File: src/rtl/edge_arb_pkg_amisha.sv
// Shared types, defaults and the round-robin pick helper for the edge event arbiter.
// Latency: n/a (types and a combinational function only).
// Backpressure: n/a.
package edge_arb_pkg_amisha;

    localparam int DEF_N_CH  = 4;
    localparam int DEF_IDX_W = 2;
    localparam int DEF_CNT_W = 8;

    typedef enum logic {
        ST_IDLE  = 1'b0,
        ST_OFFER = 1'b1
    } state_t;

    // Round-robin search over up to 16 channels. The search starts at
    // (last+1) mod n and ascends with wrap. Returns {found, idx[3:0]}.
    function automatic logic [4:0] rr_pick(input logic [15:0] pend,
                                           input logic [3:0]  last,
                                           input int          n);
        logic       found;
        logic [3:0] idx;
        int         c;
        found = 1'b0;
        idx   = 4'd0;
        for (int k = 1; k <= 16; k++) begin
            c = (int'(last) + k) % n;
            if ((k <= n) && !found && pend[c[3:0]]) begin
                found = 1'b1;
                idx   = c[3:0];
            end
        end
        return {found, idx};
    endfunction

endpackage

File: src/rtl/edge_pending_cell_amisha.sv
// Per-channel rising-edge detector with a one-deep pending flag.
// Latency: a rise seen before edge k shows as pending after edge k; drop flag is combinational.
// Backpressure: none; a rise on an already-pending, uncleared channel raises o_drop.
// Ports: i_clk/i_rst_n clock and async active-low reset; i_level level input;
//        i_enable gates edge capture; i_clear consumes the pending event;
//        o_pending registered flag; o_drop edge lost this cycle.
module edge_pending_cell_amisha (
    input  logic i_clk,
    input  logic i_rst_n,
    input  logic i_level,
    input  logic i_enable,
    input  logic i_clear,
    output logic o_pending,
    output logic o_drop
);
    import edge_arb_pkg_amisha::*;

    logic r_level_q;
    logic r_pending;
    logic w_rise;

    // level_q keeps tracking even while disabled, so edges during disable vanish.
    assign w_rise    = i_level & ~r_level_q & i_enable;
    assign o_drop    = w_rise & r_pending & ~i_clear;
    assign o_pending = r_pending;

    always_ff @(posedge i_clk or negedge i_rst_n) begin
        if (!i_rst_n) begin
            r_level_q <= 1'b0;
            r_pending <= 1'b0;
        end else begin
            r_level_q <= i_level;
            // A rise wins over a same-cycle clear: the new event stays pending.
            if (w_rise)
                r_pending <= 1'b1;
            else if (i_clear)
                r_pending <= 1'b0;
        end
    end

endmodule

File: src/rtl/edge_event_arbiter_amisha.sv
// Collects rising edges on N_CH levels and serialises them round-robin onto one valid/ready port.
// Latency: edge -> pending one cycle, pending -> ev_valid one more cycle; one event per cycle after.
// Backpressure: ev_ch held while ev_ready=0; further edges on a pending channel are dropped and counted.
// Ports: clk_amisha, reset_n_amisha (async, active-low); level_amisha, enable_amisha inputs;
//        ev_valid_amisha/ev_ch_amisha/ev_ready_amisha event handshake;
//        pending_amisha flags; drop_amisha pulse; drop_cnt_amisha saturating lost-edge count.
module edge_event_arbiter_amisha
    import edge_arb_pkg_amisha::*;
#(
    parameter int N_CH  = DEF_N_CH,
    parameter int IDX_W = DEF_IDX_W,
    parameter int CNT_W = DEF_CNT_W
) (
    input  logic             clk_amisha,
    input  logic             reset_n_amisha,
    input  logic [N_CH-1:0]  level_amisha,
    input  logic             enable_amisha,
    output logic             ev_valid_amisha,
    output logic [IDX_W-1:0] ev_ch_amisha,
    input  logic             ev_ready_amisha,
    output logic [N_CH-1:0]  pending_amisha,
    output logic             drop_amisha,
    output logic [CNT_W-1:0] drop_cnt_amisha
);

    state_t             r_state;
    state_t             w_state_nxt;
    logic               r_ev_valid;
    logic [IDX_W-1:0]   r_ev_ch;
    logic [IDX_W-1:0]   w_ch_nxt;
    logic [IDX_W-1:0]   r_last_grant;
    logic [IDX_W-1:0]   w_lg_nxt;
    logic               r_drop;
    logic [CNT_W-1:0]   r_drop_cnt;
    logic [CNT_W+4:0]   w_sum;
    logic [CNT_W-1:0]   w_cnt_nxt;

    logic [N_CH-1:0]    w_pending;
    logic [N_CH-1:0]    w_drop;
    logic [N_CH-1:0]    w_clear;
    logic               w_hs;
    logic [15:0]        w_pend_ext;
    logic [3:0]         w_last_ext;
    logic [4:0]         w_pick;

    assign w_hs = r_ev_valid & ev_ready_amisha;

    for (genvar i = 0; i < N_CH; i++) begin : g_ch
        assign w_clear[i] = w_hs && (r_ev_ch == IDX_W'(i));
        edge_pending_cell_amisha u_cell (
            .i_clk     (clk_amisha),
            .i_rst_n   (reset_n_amisha),
            .i_level   (level_amisha[i]),
            .i_enable  (enable_amisha),
            .i_clear   (w_clear[i]),
            .o_pending (w_pending[i]),
            .o_drop    (w_drop[i])
        );
    end

    // Arbitration sees only registered pending; on a handshake the granted
    // bit is masked so the next pick can go out back-to-back.
    always_comb begin
        w_state_nxt = r_state;
        w_ch_nxt    = r_ev_ch;
        w_lg_nxt    = r_last_grant;
        w_pend_ext  = '0;
        w_last_ext  = '0;
        w_pick      = '0;
        if (r_state == ST_IDLE) begin
            w_pend_ext[N_CH-1:0]  = w_pending;
            w_last_ext[IDX_W-1:0] = r_last_grant;
            w_pick = rr_pick(w_pend_ext, w_last_ext, N_CH);
            if (w_pick[4]) begin
                w_state_nxt = ST_OFFER;
                w_ch_nxt    = w_pick[IDX_W-1:0];
            end
        end else if (w_hs) begin
            w_lg_nxt              = r_ev_ch;
            w_pend_ext[N_CH-1:0]  = w_pending & ~w_clear;
            w_last_ext[IDX_W-1:0] = r_ev_ch;
            w_pick = rr_pick(w_pend_ext, w_last_ext, N_CH);
            if (w_pick[4])
                w_ch_nxt = w_pick[IDX_W-1:0];
            else
                w_state_nxt = ST_IDLE;
        end
    end

    always_ff @(posedge clk_amisha or negedge reset_n_amisha) begin
        if (!reset_n_amisha)
            r_state <= ST_IDLE;
        else
            r_state <= w_state_nxt;
    end

    always_ff @(posedge clk_amisha or negedge reset_n_amisha) begin
        if (!reset_n_amisha) begin
            r_ev_valid   <= 1'b0;
            r_ev_ch      <= '0;
            r_last_grant <= IDX_W'(N_CH - 1);
        end else begin
            r_ev_valid   <= (w_state_nxt == ST_OFFER);
            r_ev_ch      <= w_ch_nxt;
            r_last_grant <= w_lg_nxt;
        end
    end

    // Several channels can drop in one cycle; add them all, then clamp.
    always_comb begin
        w_sum = {5'b0, r_drop_cnt};
        for (int i = 0; i < N_CH; i++)
            w_sum = w_sum + {{(CNT_W+4){1'b0}}, w_drop[i]};
        if (w_sum > {5'b0, {CNT_W{1'b1}}})
            w_cnt_nxt = {CNT_W{1'b1}};
        else
            w_cnt_nxt = w_sum[CNT_W-1:0];
    end

    always_ff @(posedge clk_amisha or negedge reset_n_amisha) begin
        if (!reset_n_amisha) begin
            r_drop     <= 1'b0;
            r_drop_cnt <= '0;
        end else begin
            r_drop     <= |w_drop;
            r_drop_cnt <= w_cnt_nxt;
        end
    end

    assign ev_valid_amisha = r_ev_valid;
    assign ev_ch_amisha    = r_ev_ch;
    assign pending_amisha  = w_pending;
    assign drop_amisha     = r_drop;
    assign drop_cnt_amisha = r_drop_cnt;

endmodule

File: config.mk
export PLATFORM = sky130hd
export DESIGN_NAME = edge_event_arbiter_amisha
export DESIGN_NICKNAME = d
export VERILOG_FILES = /design/src/rtl/edge_arb_pkg_amisha.sv /design/src/rtl/edge_pending_cell_amisha.sv /design/src/rtl/edge_event_arbiter_amisha.sv
export SDC_FILE = /design/constraint.sdc
export NUM_CORES = 1
export LEC_CHECK = 0
export CAP_MARGIN = 20
export CORE_AREA = 2 2 61 63
export CTS_BUF_LIST = sky130_fd_sc_hd__clkbuf_2 sky130_fd_sc_hd__clkbuf_4 sky130_fd_sc_hd__clkbuf_8
export DETAILED_ROUTE_END_ITERATION = 8
export DIE_AREA = 0 0 63 65
export DONT_BUFFER_PORTS = 1
export PLACE_DENSITY = 0.67
export SYNTH_ARGS = -nofsm -noshare
export SYNTH_HDL_FRONTEND = slang
export SYNTH_SLANG_ARGS = --single-unit
File: constraint.sdc
create_clock -name clk_amisha -period 7.8 [get_ports clk_amisha]
set_input_delay 1.56 -clock clk_amisha [delete_from_list [all_inputs] [get_ports clk_amisha]]
set_output_delay 1.56 -clock clk_amisha [all_outputs]
set_load 0.03 [all_outputs]
# Word-level counts from Yosys, hierarchy flattened
# Index checks and enable logic that the tools add are counted.
# totals
reg_bits,22
in_bits,8
out_inout_bits,16
elab_cells,168
# op_classes
n_addsub,12
order_cmp,9
n_eq_ne,5
muxes,61
bitwise_logic,35
n_reduce_logical,33
# op_table
op,n
"less-than comparator 4 x 5 -> 1 bit, second input constant",8
two-way mux 1 bit,40
binary-select mux 1 bit (select 3 bit),8
two-way mux 2 bit,12
bitwise AND 1 bit,17
OR reduction 2 bit,8
adder 11 x 1 -> 12 bit,1
"> comparator 12 x 8 -> 1 bit, second input constant",1
adder 10 x 1 -> 11 bit,1
adder 9 x 1 -> 10 bit,1
logical AND 1 bit,10
nonzero test 2 bit,5
adder 8 x 1 -> 9 bit,1
"adder 2 x 1 -> 2 bit, second input constant",4
"adder 2 bit, second input constant",4
"bitwise AND 1 bit, first input constant",8
two-way mux 8 bit,1
NOT 1 bit,8
logical NOT 1 bit,6
bitwise AND 4 bit,1
"== test 2 bit, second input constant",2
"!= test 2 x 1 -> 1 bit, second input constant",2
NOT 4 bit,1
OR reduction 4 bit,1
4 further kinds,4

# Depth between registers and ports, before layout
# Gate-level depths: netlist of run 1.
# depth
depth_word,27
ltp_mapped,16

# By module
# From an unflattened synthesis of run 1, not the netlist that was laid out.
# hier_totals
hier_cells,158
area_unflattened_um2,1566.5
# modules_own_cells
mod,instances,cells_each,area_each_um2,seq_area_each_um2
edge_event_arbiter_amisha,1,134,1231.2,352.8
edge_pending_cell_amisha,4,6,83.8,50.0

# Worst setup path after synthesis of run 1
# OpenSTA, ideal clock, no wires.
# synth_timing
kind,input port to flip-flop
start,in enable_amisha
end,"reg r_drop_cnt[0], in the netlist drop_cnt_amisha[0]"
arrival_time_ns,3.922
required_ns,7.728
path_slack_ns,3.806
path_stages,12
n_path_buf,0
cell_sequence,and3b_1 nand3_1 xnor2_1 fa_1 ha_1 inv_1 fa_1 inv_1 nand4_1 o22ai_1 nand3_1 nand2b_1
# synth_via
elab_chain_len,9
elab_cells_between_ends,18
# synth_lines
item,line,rtl
from (decl),edge_event_arbiter_amisha.sv:17,"input logic enable_amisha,"
bitwise AND 1 bit,edge_pending_cell_amisha.sv:23,assign w_rise = i_level & ~r_level_q & i_enable;
bitwise AND 1 bit (2 in a row),edge_pending_cell_amisha.sv:24,assign o_drop = w_rise & r_pending & ~i_clear;
adder 8 x 1 -> 9 bit,edge_event_arbiter_amisha.sv:113,"w_sum = w_sum + {{(CNT_W+4){1'b0}}, w_drop[i]};"
adder 9 x 1 -> 10 bit,edge_event_arbiter_amisha.sv:113,
adder 10 x 1 -> 11 bit,edge_event_arbiter_amisha.sv:113,
adder 11 x 1 -> 12 bit (*),edge_event_arbiter_amisha.sv:113,
> comparator 12 x 8 -> 1 bit,edge_event_arbiter_amisha.sv:114,"if (w_sum > {5'b0, {CNT_W{1'b1}}})"
two-way mux 8 bit (*),edge_event_arbiter_amisha.sv:114,
named net w_cnt_nxt[0],edge_event_arbiter_amisha.sv:36,logic [CNT_W-1:0] w_cnt_nxt;
to (signal assigned),edge_event_arbiter_amisha.sv:126,r_drop_cnt <= w_cnt_nxt;
to (decl),edge_event_arbiter_amisha.sv:34,logic [CNT_W-1:0] r_drop_cnt;
# The timed path passes the listed nets; every way through them passes the cells marked *.
# A chain may end at the register's enable or synchronous reset.

# Worst setup path after layout of run 1
# layout_timing
start,in enable_amisha
end,"reg r_drop_cnt[2], in the netlist drop_cnt_amisha[2]"
# Same word-level chain as after synthesis.

==> run_results.csv, run 1 <==
group,metric,value,unit
synth,yosys_most_used_dff,"dfrtp_1",
layout,stdcell_count,222,
layout,seqCellArea,553,µm²
synth,synth_top_family_by_area,"simple AND/OR/NAND/NOR gates",
floorplan,fp.coreArea,3500,µm²
timing,rsz0062_at_grt,"no",
synth,yosys_register_bits,22,
cts,clkSlewWorstSetupHoldPaths,110,ps
route,wirelength,3460,µm
placement,place.port_buffers,0,
timing,skew,12.3,ps
cts,post_cts_buffers,0,
synth,synth_top_cells_by_count,"22 x nand2_1, 20 x dfrtp_1, 12 x inv_1",
setup_path,critPathBufInv,2,
route,vias,1293,
synth,synthDistinctLibCells,53,
placement,dp_hpwl,2720,µm
timing,slew_viol_final,0,
synth,synthDominantCellAreaShare,30.7,%
synth,synth.area.mux_share,2.53,%
floorplan,die_x,63,µm
layout,drive_above_1_share,10.9,%
status,status,"complete, no violations",
setup_path,crit_chain,"and3b_1 > nand3_1 > xnor2_1 > fa_1 > ha_1 > inv_1 > fa_1 > inv_1 > nand4_1 > o22ai_1 > nand3_1 > nand2_1",
cts,root_buffer,"clkbuf_4",
layout,multi_input_area,941,µm²
floorplan,die_h,65,µm
cts,cts.sinks,22,
synth,synthArstFlopShare,100,%
cts,cts_inserted_buffers,3,
synth,synth-edff-count,0,
timing,worst_pin_slew,654,ps
power,cellPowerDensity,405,nW/µm²
synth,synthesis.area,1630,µm²
timing,post-route-period-util,50.7,%
layout,area_growth,0.230,%
timing,hold_slack,525,ps
synth,synth-compound-area-share,18.9,%
timing,post-route-min-period,3950,ps
grt,grt_util_all_layers,17.9,%
layout,fill_cells,354,
synth,synth_most_common_cell,"nand2_1",
floorplan,io_pins,24,
grt,grt_max_degree,23,
synth,synth_xor_xnor_area_share,4.83,%
setup_path,worst-setup-path-type,"input port to register",
synth,yosysSeqAreaShare,33.9,%
grt,grt_pass1_vias,1229,
power,ir_drop,0.180,mV
synth,synthTopCellsByArea,"dfrtp_1 31%, ha_1 5.4%, nand2_1 5.1%",
setup_path,cpMaxStageDelayCell,"fa_1",
route,post_drt_wl_per_cell,15.6,µm
layout,n_antenna_cell,0,
timing,hold_violations,0,
setup_path,worst_ep_arrival_time,4180,ps
cts,h-tree-depth,1,
setup_path,critPathMaxFanout,7,
setup_path,crit_path_end_kind,"register",
route,dr.pass1.iters,4,
timing,relSlewSlack,56.4,%
setup_path,critical_path.top_delay_family,"adder cells",
synth,yosys_warnings,0,
timing,setup_violations,0,
layout,nets,192,
synth,postSynthNetCount,199,
floorplan,start_util,46.7,%
synth,yosysTopAreaCell,"dfrtp_1",
setup_path,critPathMaxStageDelay,560,ps
placement,gp_congestion,0.826,
cts,clock_latency,300,ps
route,route.detailed.drc,0,
cts,cts_resized,0,
synth,syn_avg_cell_area,8.96,µm²
floorplan,rows,22,
cts,cts_tree,"yes",
power,p_leak,0.739,nW
cts,clk_path_buf_depth,2,
worst_hold_path,hp-class,"register to register",
timing,finalSetupTns,0,ps
grt,grt-ovfl-total,0,
grt,grt_pass1_wl,5750,µm
placement,placed_cells,218,
setup_path,start_kind,"input port",
floorplan,fp.dieArea,4100,µm²
setup_path,crit_required,8030,ps
synth,yosys.area_share.simple,23.6,%
route,drt.antenna.violating_nets,0,
timing,fmax,253,MHz
layout,fin_area,1640,µm²
synth,synthAdderAreaFrac,7.82,%
cts,hold_buffers,0,
placement,place_area,1600,µm²
route,first_iter_violations,81,
synth,syn_inst,182,
route,avgViaCountPerCell,5.82,
flow_run,cap_violations,0,
grt,antenna_found_initial,0,
cell usage in the layout, fill, tap and decap left out, drive strengths merged, types with 3 or more instances in the layout:
| cell | Yosys | final |
|---|---|---|
| mux2i | 3 | 3 |
| xor2 | 3 | 3 |
| dfrtp | 20 | 20 |
| nand2 | 24 | 24 |
| o211ai | 4 | 4 |
| nand3b | 3 | 3 |
| xnor2 | 6 | 6 |
| and3 | 4 | 4 |
| nor2 | 11 | 11 |
| o22ai | 3 | 3 |
| nand4 | 3 | 3 |
| nand3 | 10 | 10 |
| ha | 7 | 7 |
| clkbuf | 3 | 4 |
| a21oi | 7 | 7 |
| a211oi | 3 | 3 |
| nor3 | 3 | 3 |
| a221oi | 3 | 3 |
| inv | 12 | 12 |
| nand2b | 3 | 3 |
| o21ai | 10 | 10 |
sequential cells by signal, indices dropped and copies added (netlist names):
register,cells
drop_amisha,1
drop_cnt_amisha,8
ev_ch_amisha,2
ev_valid_amisha,1
g_ch.u_cell.o_pending,4
g_ch.u_cell.r_level_q,4
r_last_grant,2
path summary, 6_finish.rpt:
kind | to | slack (ps) | startpoint | depth (start not counted)
setup / recovery | drop_cnt_amisha[2] | 3850 | enable_amisha | 12
hold / removal | g_ch[2].u_cell.o_pending | 530 | g_ch[2].u_cell.r_level_q | 2
setup reg to reg | drop_cnt_amisha[2] | 3900 | ev_ch_amisha[0] | 14
hold reg to reg | g_ch[2].u_cell.o_pending | 530 | g_ch[2].u_cell.r_level_q | 2
max in group asynchronous | r_last_grant[0] | 6700 | reset_n_amisha | 0
min in group asynchronous | ev_valid_amisha | 930 | reset_n_amisha | 0
logic make-up (layout without fill, tap and decap cells):
group / count (synthesis) / count (layout)
compound gates: 42 / 42
xor+xnor: 9 / 9
fa+ha+maj: 9 / 9
buf+inv: 24 / 16
flops: 22 / 22
mux: 4 / 4
simple gates: 72 / 72
worst reg2reg max path: cells and delay by family, from the launching register on:
kind	cells	cell delay, ps
AOI/OAI and AO/OA	1	220
buffers and inverters	3	470
and+or+nand+nor	5	840
adders and majority gates	4	1390
DFF	1	710
xor gates and xnor gates	1	230
report_power, final:
group / total (W) / leakage [nW] / internal, W / switching [W]
clock: 0.0000605 / 0.0210 / 0.0000284 / 0.0000321
sequential: 0.000321 / 0.262 / 0.000156 / 0.000165
combinational: 0.000280 / 0.456 / 0.000131 / 0.000150
total: 0.000662 / 0.739 / 0.000315 / 0.000347
per-stage QoR:
| stage | util, % | power, W | setup WS (ps) |
|---|---|---|---|
| floorplan | - | 0.000566 | 3810 |
| global placement | 45.7 | 0.000589 | 3610 |
| detailed placement | 45.7 | 0.000602 | 3500 |
| CTS | 46.8 | 0.000665 | 3840 |
| global route | 46.8 | 0.000716 | 3550 |
| finish | 46.8 | 0.000662 | 3850 |
area by class of cell:
class                           instances  share of cell area (%)
Inverter                               12                    2.75
Tap cell                               48                    3.67
Multi-Input combinational cell        136                    57.5
Clock buffer                            4                    2.22
Sequential cell                        22                    33.8
per-layer routing:
metal  up-vias  GRT usage, %  part of all wire, %
li1        630             -                    -
met1       622          21.6                   42
met2        37          32.4                   51
met3         4          3.13                  5.7
met4         0          5.28                 0.89
met5         -             0                    0
(Power assumes the default switching activity.)
==> run 2, diff against run 1 <==
--- a/config.mk
+++ b/config.mk
@@ -11,7 +11,7 @@
 export DETAILED_ROUTE_END_ITERATION = 8
 export DIE_AREA = 0 0 63 65
 export DONT_BUFFER_PORTS = 1
-export PLACE_DENSITY = 0.67
+export PLACE_DENSITY = 0.69
 export SYNTH_ARGS = -nofsm -noshare
 export SYNTH_HDL_FRONTEND = slang
 export SYNTH_SLANG_ARGS = --single-unit
==> constraint.sdc (replaced) <==
create_clock -name clk_amisha -period 3.4 [get_ports clk_amisha]
set_input_delay 0.68 -clock clk_amisha [delete_from_list [all_inputs] [get_ports clk_amisha]]
set_output_delay 0.68 -clock clk_amisha [all_outputs]
set_load 0.03 [all_outputs]
==> run 2 against run 1 <==
Compared with the run above: critical path depth grew 2; first-iteration DRC count grew 3.7%; cell area grew 4.9%; clock skew shrank 11 ps; global-route usage grew 1.8 points; via count grew 7.3%; worst hold slack lost 470 ps; clock power grew 140%; routed wire length grew 8.0%; register-to-register slack lost 3600 ps; sequential share of layout area shrank 1.5 points; largest cell class unchanged; highest routed layer unchanged.
==> run_results.csv, run 2 (synthesis results as in run 1) <==
group,metric,value,unit
power,ir_drop,0.342,mV
cts,clock_latency,300,ps
power,seqPwrFrac,39.1,%
cts,h-tree-depth,1,
cts,cts_inserted_buffers,3,
layout,stdcell_count,231,
timing,post-route-period-util,92.2,%
grt,grt_pass1_wl,6450,µm
timing,post-route-min-period,3130,ps
route,route.detailed.drc,0,
layout,drive_above_1_share,16.9,%
flow_run,cap_violations,0,
cts,root_buffer,"clkbuf_4",
route,first_iter_violations,84,
placement,place.port_buffers,0,
cts,cts.sinks,22,
cts,clk_path_buf_depth,2,
route,drt.antenna.violating_nets,0,
power,power,0.00160,W
timing,setup_violations,0,
setup_path,crit_required,3650,ps
timing,hold_slack,51.1,ps
setup_path,start_kind,"register",
route,vias,1387,
layout,mostFrequentLayoutCells,"22 x nand2_1, 19 x dfrtp_1, 12 x inv_1, 11 x nor2_1, 10 x o21ai_0",
grt,antenna_found_initial,0,
power,intPower,0.000780,W
floorplan,io_pins,24,
cts,cts_tree,"yes",
route,post_drt_wl_per_cell,16.2,µm
setup_path,reg2reg_slack,270,ps
layout,final_common_cell,"nand2_1",
setup_path,r2r_cells,14,
layout,fill_cells,339,
grt,grt_pass1_vias,1465,
floorplan,fp.coreArea,3500,µm²
route,avgViaCountPerCell,6.00,
placement,gp_congestion,0.874,
route,wirelength,3740,µm
setup_path,r2r-start,"ev_ch_amisha[0]",
floorplan,fp.dieArea,4100,µm²
power,power_switching,0.000818,W
timing,hold_violations,0,
floorplan,die_h,65,µm
power,sw_frac_of_total,51.2,%
cts,clkSlewWorstSetupHoldPaths,120,ps
power,clkPwrFrac,9.0,%
timing,relSlewSlack,64.1,%
timing,slew_viol_final,0,
cts,cts_resized,0,
setup_path,worst-setup-path-type,"register to register",
grt,grt_util_all_layers,19.7,%
setup_path,worst_r2r_endpoint,"drop_cnt_amisha[1]",
setup_path,worst_ep_arrival_time,3380,ps
placement,placed_cells,227,
layout,fin_area,1720,µm²
cts,post_cts_buffers,0,
timing,worst_pin_slew,539,ps
setup_path,endpoint,"drop_cnt_amisha[1]",
floorplan,start_util,46.7,%
status,status,"complete, no violations",
layout,nets,201,
timing,fmax,319,MHz
layout,area_growth,5.14,%
power,p_leak,0.781,nW
power,cellPowerDensity,932,nW/µm²
power,combPwrFrac,51.9,%
setup_path,crit_path_end_kind,"register",
layout,n_antenna_cell,0,
worst_hold_path,hp-class,"input port to async pin",
route,dr.pass1.iters,4,
layout,largest_reg_flops,8,
timing,rsz0062_at_grt,"no",
placement,dp_hpwl,2850,µm
cts,hold_buffers,0,
setup_path,critPathLaunch,"ev_ch_amisha[0]",
timing,skew,0.878,ps
timing,finalSetupTns,0,ps
grt,grt-ovfl-total,0,
setup_path,critPathMaxFanout,11,
floorplan,rows,22,
floorplan,die_x,63,µm
placement,place_area,1670,µm²
grt,grt_max_degree,23,
run 2: cell types whose count changed in the layout (fill, tap and decap cells not counted):
cell and change:
buf_4 +9, dfrtp_1 -1, dfrtp_2 +1, nand3_1 -1
nand3_2 +1, o22ai_1 -1, o22ai_2 +1
run 2: worst max-delay path: stages, from the launching register on:
cell     delay, ps
dfrtp_2        490
inv_1           90
ha_1           210
nand3_2         90
nand3_1        120
xnor2_1        170
fa_1           560
ha_1           170
inv_1           50
fa_1           380
inv_1          130
nand4_1        120
o22ai_2        200
nand3_2        170
nand2_1        130
run 2: per-stage QoR:
step | util (%) | setup WS, ps
2_1_floorplan | - | 93.9
3_3_place_gp | 47.7 | 197
3_5_place_dp | 47.7 | 123
4_1_cts | 48.7 | 172
5_1_grt | 49.1 | 45.2
6_report | 49.1 | 266
run 2: layout make-up:
cell class              instances  area, µm²  area share, %
multi-input cells             136        952           55.5
flip-flops and latches         22        554           32.3
repair buffers                  9       67.6           3.94
well taps                      48       60.1           3.50
inverters                      12       45.0           2.63
clock buffers                   4       36.3           2.12
run 2: power groups by stage:
| stage | Combinational (W) | Clock, W | Sequential [W] |
|---|---|---|---|
| final | 0.000829 | 0.000144 | 0.000625 |
| after global routing | 0.000932 | 0.000159 | 0.000645 |
| after CTS | 0.000820 | 0.000148 | 0.000623 |
| after detailed placement | 0.000816 | 0 | 0.000629 |
| after global placement | 0.000799 | 0 | 0.000622 |
| after floorplan | 0.000753 | 0 | 0.000548 |
run 2: worst min path at each step:
stage	end	slack, ps	cells past startpoint
after global placement	g_ch[2].u_cell.o_pending	380	0
after detailed placement	g_ch[2].u_cell.o_pending	390	0
after CTS	g_ch[2].u_cell.o_pending	40	0
after floorplan	drop_amisha	380	0
after global routing	g_ch[2].u_cell.o_pending	20	0
final	g_ch[0].u_cell.o_pending	50	0
run 2: per-layer routing:
layer,GRT usage (%),up-vias,routed length (µm)
li1,-,646,-
met2,37.0,50,2000
met4,9.72,0,63
met1,20.7,682,1490
met5,0,-,0
met3,4.17,9,189
==> run 3, diff against run 2 <==
--- a/config.mk
+++ b/config.mk
@@ -6,12 +6,15 @@
 export NUM_CORES = 1
 export LEC_CHECK = 0
 export CAP_MARGIN = 20
-export CORE_AREA = 2 2 61 63
+export CELL_PAD_IN_SITES_DETAIL_PLACEMENT = 2
+export CELL_PAD_IN_SITES_GLOBAL_PLACEMENT = 2
+export CORE_AREA = 2 2 71 73
 export CTS_BUF_LIST = sky130_fd_sc_hd__clkbuf_2 sky130_fd_sc_hd__clkbuf_4 sky130_fd_sc_hd__clkbuf_8
 export DETAILED_ROUTE_END_ITERATION = 8
-export DIE_AREA = 0 0 63 65
+export DIE_AREA = 0 0 73 75
 export DONT_BUFFER_PORTS = 1
-export PLACE_DENSITY = 0.69
+export PLACE_DENSITY = 0.79
+export REMOVE_ABC_BUFFERS = 1
 export SYNTH_ARGS = -nofsm -noshare
 export SYNTH_HDL_FRONTEND = slang
 export SYNTH_SLANG_ARGS = --single-unit
==> run 3 against run 2 <==
Compared with the run above: global-route usage shrank 0.99 points; die area rose by 34%; non-clock buffer count rose by 2; fmax decreased by 0.39%; worst setup slack got worse by 12 ps; sequential cell count stayed put; cell count is 3.5% higher; via count shrank 0.50%; routed wire length is 23% higher; combinational power rose by 11%; critical endpoint is now drop_cnt_amisha[6].
==> run_results.csv, run 3 (synthesis results as in run 1) <==
group,metric,value,unit
status,status,"complete, no violations",
cts,cts_inserted_buffers,3,
timing,slew_viol_final,0,
layout,drive_above_1_share,18.4,%
placement,gp_congestion,0.879,
timing,fmax,318,MHz
route,avgViaCountPerCell,5.77,
floorplan,fp.dieArea,5480,µm²
floorplan,die_h,75,µm
cts,root_buffer,"clkbuf_8",
timing,worst_pin_slew,606,ps
grt,grt_util_all_layers,18.7,%
setup_path,critPathMaxStageDelay,570,ps
timing,hold_slack,109,ps
cts,post_cts_buffers,0,
layout,stdcell_count,239,
timing,post-route-period-util,92.5,%
layout,n_antenna_cell,0,
placement,place_area,1690,µm²
setup_path,crit_chain,"inv_1 > ha_1 > nand3_4 > nand3_2 > xnor2_1 > fa_1 > ha_1 > inv_1 > fa_1 > inv_1 > nand4_1 > o22ai_2 > buf_4 > nor2_1 > a21oi_1",
cts,clk_path_buf_depth,2,
layout,mostFrequentLayoutCells,"22 x nand2_1, 20 x dfrtp_1, 12 x inv_1, 11 x nor2_1, 11 x buf_4",
grt,met1_usage,22.0,%
setup_path,reg2reg_slack,250,ps
worst_hold_path,hp-class,"input port to async pin",
layout,largest_reg_flops,8,
setup_path,r2r-start,"ev_ch_amisha[1]",
floorplan,start_util,35.0,%
route,dr.pass1.iters,4,
route,first_iter_violations,51,
grt,use_met3,2.28,%
flow_run,cap_violations,0,
cts,cts.sinks,22,
floorplan,fp.coreArea,4660,µm²
layout,fin_area,1770,µm²
cts,hold_buffers,0,
setup_path,crit_path_end_kind,"register",
setup_path,cpMaxStageDelayCell,"fa_1",
power,power,0.00172,W
setup_path,crit_path_frequent_cell,"inv_1",
cts,clock_latency,260,ps
setup_path,start_kind,"register",
placement,placed_cells,235,
placement,dp_hpwl,3790,µm
layout,area_growth,8.74,%
timing,setup_violations,0,
floorplan,io_pins,24,
cts,cts_tree,"yes",
grt,grt_pass1_vias,1563,
setup_path,r2r_cells,15,
grt,grt.busiest_layer,"met2",
setup_path,crit_required,3590,ps
grt,antenna_found_initial,0,
setup_path,worst-setup-path-type,"register to register",
timing,hold_violations,0,
grt,grt-ovfl-total,0,
route,post_drt_wl_per_cell,19.3,µm
route,route.detailed.drc,0,
route,drt.antenna.violating_nets,0,
cts,clkSlewWorstSetupHoldPaths,70,ps
power,ir_drop,0.279,mV
power,p_leak,0.802,nW
floorplan,die_x,73,µm
placement,place.port_buffers,0,
timing,relSlewSlack,59.6,%
route,vias,1380,
floorplan,rows,25,
layout,nets,203,
power,cellPowerDensity,968,nW/µm²
timing,skew,2.31,ps
grt,grt_use_met2,34.6,%
route,wirelength,4620,µm
layout,final_common_cell,"nand2_1",
grt,grt_max_degree,23,
setup_path,worst_ep_arrival_time,3340,ps
timing,post-route-min-period,3150,ps
setup_path,critPathMaxFanout,6,
setup_path,worst_r2r_endpoint,"drop_cnt_amisha[6]",
grt,grt_pass1_wl,7830,µm
cts,h-tree-depth,1,
run 3: metrics by stage:
stage / setup WS (ps) / utilization, % / setup TNS [ps]
after global placement: 235 / 36.2 / 0
after global routing: -6.28 / 38.1 / -10.7
final: 253 / 38.1 / 0
after CTS: 85.9 / 37.4 / 0
after floorplan: -49.7 / - / -231
after detailed placement: 39.5 / 36.2 / 0
run 3: cell type report:
type / instances / area (µm²)
Fill cell: 527 / 2890
Multi-Input combinational cell: 136 / 971
Sequential cell: 22 / 553
Timing Repair Buffer: 11 / 82.6
Tap cell: 54 / 67.6
Clock buffer: 4 / 55.1
Inverter: 12 / 45.0
run 3: worst max-delay path: cells and delay by family (launching register included):
family,cells,cell delay [ps]
fa+ha+maj,4,1360
flops,1,380
xor+xnor,1,160
compound gates,2,320
buf+inv,4,440
simple gates,4,420
run 3: metal layers:
metal	wire [µm]	part of all wire, %
met5	0	0
met4	76	1.6
met3	99	2.1
met2	2510	54
met1	1930	42
run 3: worst max-delay path by stage:
stage / slack, ps / to / cells past startpoint / start
6_report: 250 / drop_cnt_amisha[6] / 15 / ev_ch_amisha[1]
5_1_grt: -6 / drop_cnt_amisha[1] / 14 / ev_ch_amisha[1]
4_1_cts: 90 / drop_cnt_amisha[3] / 14 / ev_ch_amisha[1]
3_5_place_dp: 40 / drop_cnt_amisha[0] / 12 / enable_amisha
3_3_place_gp: 240 / drop_cnt_amisha[0] / 12 / enable_amisha
2_1_floorplan: -50 / drop_cnt_amisha[0] / 14 / ev_ch_amisha[0]
run 3: what timing repair did:
item,in CTS,in global routing
gates resized for setup,0,5
endpoints found under the hold margin,0,0
endpoints found under the setup margin,0,8
run 3: where the power goes:
group	internal (W)	leakage (nW)	switching [W]
combinational	0.000374	0.511	0.000546
clock	0.000103	0.0288	0.0000783
sequential	0.000360	0.262	0.000257
total	0.000837	0.802	0.000881
